$ cat src/rtl/picomips_pkg.sv
// Shared picoMIPS definitions: opcodes, widths and the fetch state type.
// Imported by the fetch controller, program memory and decoder.
package picomips_pkg;

   localparam int INSTR_W = 13;
   localparam int OPC_W   = 7;
   localparam int ADDR_W  = 5;

   localparam logic [OPC_W-1:0] OP_NOP  = 7'h00;
   localparam logic [OPC_W-1:0] OP_ADD  = 7'h01;
   localparam logic [OPC_W-1:0] OP_ADDI = 7'h02;
   localparam logic [OPC_W-1:0] OP_MUL  = 7'h03;
   localparam logic [OPC_W-1:0] OP_HEI  = 7'h40;

   typedef enum logic [1:0] {
      ST_BOOT = 2'd0,
      ST_RUN  = 2'd1,
      ST_HOLD = 2'd2
   } fetch_state_t;

   function automatic logic is_hei(input logic [INSTR_W-1:0] instr);
      return instr[INSTR_W-1:INSTR_W-OPC_W] == OP_HEI;
   endfunction

endpackage

$ cat src/rtl/synchroniser.sv
// Multi-flop synchroniser for an asynchronous level input.
// Depth is parameterised; all flops clear to 0 on reset.
module synchroniser #(
   parameter int STAGES = 2
) (
   input  logic i_clk,
   input  logic i_rst_n,
   input  logic i_d,
   output logic o_q
);

   logic [STAGES-1:0] r_sync;

   always_ff @(posedge i_clk or negedge i_rst_n) begin
      if (!i_rst_n) begin
         r_sync <= '0;
      end else begin
         r_sync[0] <= i_d;
         for (int i = 1; i < STAGES; i++) begin
            r_sync[i] <= r_sync[i-1];
         end
      end
   end

   assign o_q = r_sync[STAGES-1];

endmodule

$ cat src/rtl/fetch_controller.sv
// picoMIPS fetch controller: sequential fetch with wrap, one-cycle boot
// for memory latency, and HEI stalls released by the synchronised SW8.
module fetch_controller
   import picomips_pkg::*;
#(
   parameter int PROG_LAST   = 23,
   parameter int SYNC_STAGES = 2
) (
   input  logic               Clock,
   input  logic               nReset,
   input  logic [INSTR_W-1:0] Instruction,
   input  logic               SW8,
   output logic [ADDR_W-1:0]  Addr,
   output logic               Issue,
   output logic               Waiting,
   output logic [ADDR_W-1:0]  PC
);

   fetch_state_t      r_state;
   fetch_state_t      w_state_d;
   logic [ADDR_W-1:0] r_pc;
   logic [ADDR_W-1:0] w_pc_d;
   logic [ADDR_W-1:0] w_pc_next;
   logic              w_sw8_sync;
   logic              w_hei;
   logic              w_met;
   logic              w_unused_operand;

   synchroniser #(
      .STAGES (SYNC_STAGES)
   ) u_sync (
      .i_clk   (Clock),
      .i_rst_n (nReset),
      .i_d     (SW8),
      .o_q     (w_sw8_sync)
   );

   assign w_unused_operand = ^Instruction[5:1];
   assign w_pc_next = (r_pc == ADDR_W'(PROG_LAST)) ? '0 : r_pc + 1'b1;
   assign w_hei     = is_hei(Instruction);
   // operand bit 0 names the level being waited against
   assign w_met     = w_sw8_sync != Instruction[0];
   assign PC        = r_pc;

   always_ff @(posedge Clock or negedge nReset) begin
      if (!nReset) begin
         r_state <= ST_BOOT;
         r_pc    <= '0;
      end else begin
         r_state <= w_state_d;
         r_pc    <= w_pc_d;
      end
   end

   always_comb begin
      w_state_d = r_state;
      w_pc_d    = r_pc;
      Addr      = '0;
      Issue     = 1'b0;
      Waiting   = 1'b0;
      unique case (r_state)
         ST_BOOT: begin
            w_pc_d    = '0;
            w_state_d = ST_RUN;
         end
         ST_RUN: begin
            if (!w_hei) begin
               Issue  = 1'b1;
               Addr   = w_pc_next;
               w_pc_d = w_pc_next;
            end else if (w_met) begin
               Addr   = w_pc_next;
               w_pc_d = w_pc_next;
            end else begin
               Addr      = r_pc;
               w_state_d = ST_HOLD;
            end
         end
         ST_HOLD: begin
            if (w_met) begin
               Addr      = w_pc_next;
               w_pc_d    = w_pc_next;
               w_state_d = ST_RUN;
            end else begin
               Waiting = 1'b1;
               Addr    = r_pc;
            end
         end
         default: begin
            w_state_d = ST_BOOT;
         end
      endcase
   end

endmodule

$ cat config.mk
export PLATFORM = sky130hd
export DESIGN_NAME = fetch_controller
export DESIGN_NICKNAME = d
export VERILOG_FILES = /design/src/rtl/picomips_pkg.sv /design/src/rtl/synchroniser.sv /design/src/rtl/fetch_controller.sv
export SDC_FILE = /design/constraint.sdc
export NUM_CORES = 1
export LEC_CHECK = 0
export CELL_PAD_IN_SITES_DETAIL_PLACEMENT = 0
export CELL_PAD_IN_SITES_GLOBAL_PLACEMENT = 1
export CORE_MARGIN = 4
export CORE_UTILIZATION = 34
export DETAILED_ROUTE_END_ITERATION = 8
export MAX_ROUTING_LAYER = met4
export PLACE_DENSITY = 0.89
export SKIP_CTS_REPAIR_TIMING = 1
export SLEW_MARGIN = 20
export SYNTH_ARGS = -nofsm -noshare
export SYNTH_HDL_FRONTEND = slang
export SYNTH_HIERARCHICAL = 1
export SYNTH_SLANG_ARGS = --single-unit
$ cat constraint.sdc
create_clock -name Clock -period 5.65 [get_ports Clock]
set_input_delay 1.695 -clock Clock [delete_from_list [all_inputs] [get_ports Clock]]
set_output_delay 1.695 -clock Clock [all_outputs]
set_load 0.02 [all_outputs]
==> flow_summary.json <==
{
  "path_class": "primary input to primary output",
  "stdcell_count": 133,
  "rows": 16,
  "drc": 0,
  "area_growth_pct": 37.02,
  "min_period_ns": 5.535,
  "avgSynthCellArea_um2": 9.109,
  "ios": 28,
  "grt_antenna_before_repair": 0,
  "worst_pin_slew_ns": 0.4652,
  "clock-root-buffer": "clkbuf_4",
  "p_int_mw": 0.1949,
  "ys_types": 36,
  "dieArea_um2": 3011,
  "cp.required_ns": 3.95,
  "chipHeight_um": 54.87,
  "drt_iter0_markers": 10,
  "worst_hold_slack_ns": 0.3533,
  "drt_wl_total_um": 1922,
  "synth_largest_area_cell": "dfrtp_1",
  "seq_power_share": 0.258,
  "grt_pass1_wl_um": 3187,
  "nets": 129,
  "vias": 735,
  "core_area_um2": 2022,
  "cts_buffers": 3,
  "cts_buffer_depth": 2,
  "peakVddDrop_uv": 150.8,
  "synthFlopType": "dfrtp_1",
  "fp.dieW_um": 54.87,
  "clk_latency_ns": 0.26,
  "path_clk_slew_ns": 0.06,
  "max_cap_viol_count": 0,
  "syn_area_um2": 747.0,
  "fmax_ghz": 0.1807,
  "grt_pass1_vias": 739,
  "slew_viol_final": 0,
  "vias_per_cell": 5.526,
  "synth-async-reset-ratio": 1.000,
  "cp-end-kind": "primary output",
  "ys_ff_latch": 9,
  "layout_commonest_cell": "clkdlybuf4s50_1",
  "place_ws_ns": 0.1305,
  "switching_share": 0.4436,
  "startpoint_type": "primary input",
  "status": "complete, no violations",
  "wire_per_inst_um": 14.45,
  "routabilityCongestion": 0.7695,
  "relSlewSlack": 0.6889,
  "initial_core_util": 0.3694,
  "final_cell_mix": "22 x clkdlybuf4s50_1, 9 x dfrtp_1, 9 x a21oi_1",
  "drt_pass1_iterations": 4,
  "overflow": 0,
  "timing.reg2reg.setup_slack_ns": 3.75,
  "grt_max_degree": 11,
  "h-tree-depth": 1,
  "drive_above_1_share": 0.1321,
  "power.switching_mw": 0.1554,
  "synth-edff-count": 0,
  "syn_nets": 104,
  "setup_viol": 0,
  "yosys_warnings": 6,
  "min_path_type": "flop to flop",
  "cts_num_sinks": 9,
  "yosysTopAreaCellShare": 0.3015,
  "finClkSkew_ns": 0.001695,
  "power_leakage_nw": 0.4133,
  "arrival_ns": 3.84,
  "power_frac_clock": 0.145,
  "cts_tree": "done",
  "fin_crit_sh": 0.9797,
  "synth_area_leaders": "dfrtp_1 30%, ha_1 10%, a21oi_1 6.0%",
  "yosysSeqAreaShare": 0.3015,
  "p_per_area_nw_per_um2": 342.2,
  "syn-instance-count": 82,
  "dp_cells": 129,
  "grtUsageTotal": 0.1485,
  "power_mw": 0.3502,
  "antenna_left": 0,
  "setup_ws_ns": 0.1149,
  "dpl.hpwl_um": 1532,
  "comb_power_share": 0.597,
  "antenna_cells": 0,
  "cp_max_fo": 6,
  "rsz0062_at_grt": "no",
  "port_buffers": 22,
  "tns_ns": 0,
  "hold_violations": 0
}
## through the flow
stage / util / instance area, µm²
floorplan: - / 747.0
global placement: 0.4932 / 997.2
detailed placement: 0.4932 / 997.2
CTS: 0.5062 / 1023
global route: 0.5062 / 1023
finish: 0.5062 / 1023
## layer usage
layer  vias up  GRT usage  share of wire
met5         -          -              0
met4         0    0.02075              0
li1        358          -              -
met3         0    0.03542          0.085
met1       349     0.1645           0.42
met2        28     0.2717           0.49
## final timing paths
path	start	end	cells after the start
hold reg to reg	u_sync/r_sync[0]$_DFF_PN0_	u_sync/r_sync[1]$_DFF_PN0_	0
hold / removal	u_sync/r_sync[0]$_DFF_PN0_	u_sync/r_sync[1]$_DFF_PN0_	0
setup reg to reg	r_state[0]$_DFFE_PN0P_	PC[4]$_DFFE_PN0P_	6
min in group asynchronous	nReset	PC[3]$_DFFE_PN0P_	1
max in group asynchronous	nReset	u_sync/r_sync[0]$_DFF_PN0_	1
setup / recovery	Instruction[8]	Addr[3]	6
## worst max-delay path, cell delays in order
cell	delay (ns)
clkdlybuf4s50_1	0.40
or4b_4	0.59
o21ai_1	0.19
and2_1	0.20
o22a_1	0.17
clkdlybuf4s50_1	0.59
## power groups by stage
stage	Clock, mW	Combinational, mW	Sequential (mW)
after floorplan	0	0.134	0.0945
after global placement	0	0.203	0.0914
after detailed placement	0	0.209	0.0919
after CTS	0.0529	0.210	0.0907
after global routing	0.0563	0.233	0.0931
final	0.0509	0.209	0.0904
## Yosys cell counts (all sizes together), types with 2 or more instances
library cell,number
inv,6
ha,6
o22a,3
o21bai,2
o31a,2
o21ai,7
nor2,4
nand2,2
a211oi,5
and2,2
clkbuf,2
a21oi,9
nand3,3
dfrtp,9
or3,2
## area by class of cell
| cell class | instances | area [µm²] |
|---|---|---|
| clock buffer | 4 | 26.28 |
| tap | 27 | 33.78 |
| sequential | 9 | 225.2 |
| multi-input combinational | 64 | 488.0 |
| fill | 192 | 998.5 |
| timing repair buffer | 23 | 227.7 |
| inverter | 6 | 22.52 |
## registers in the layout (all words and copies together) (netlist names)
signal and cells:
PC 5, u_sync/r_sync 2, r_state 2
## kinds of logic after synthesis
kind of cell	synth area share
multiplexers	0.02848
adder cells (fa/ha/maj)	0.1005
AND/OR/NAND/NOR	0.1340
buffers and inverters	0.04522
AO/OA/AOI/OAI	0.3568
flip-flops	0.3015
XOR/XNOR	0.03351
(Power assumes the default switching activity.)
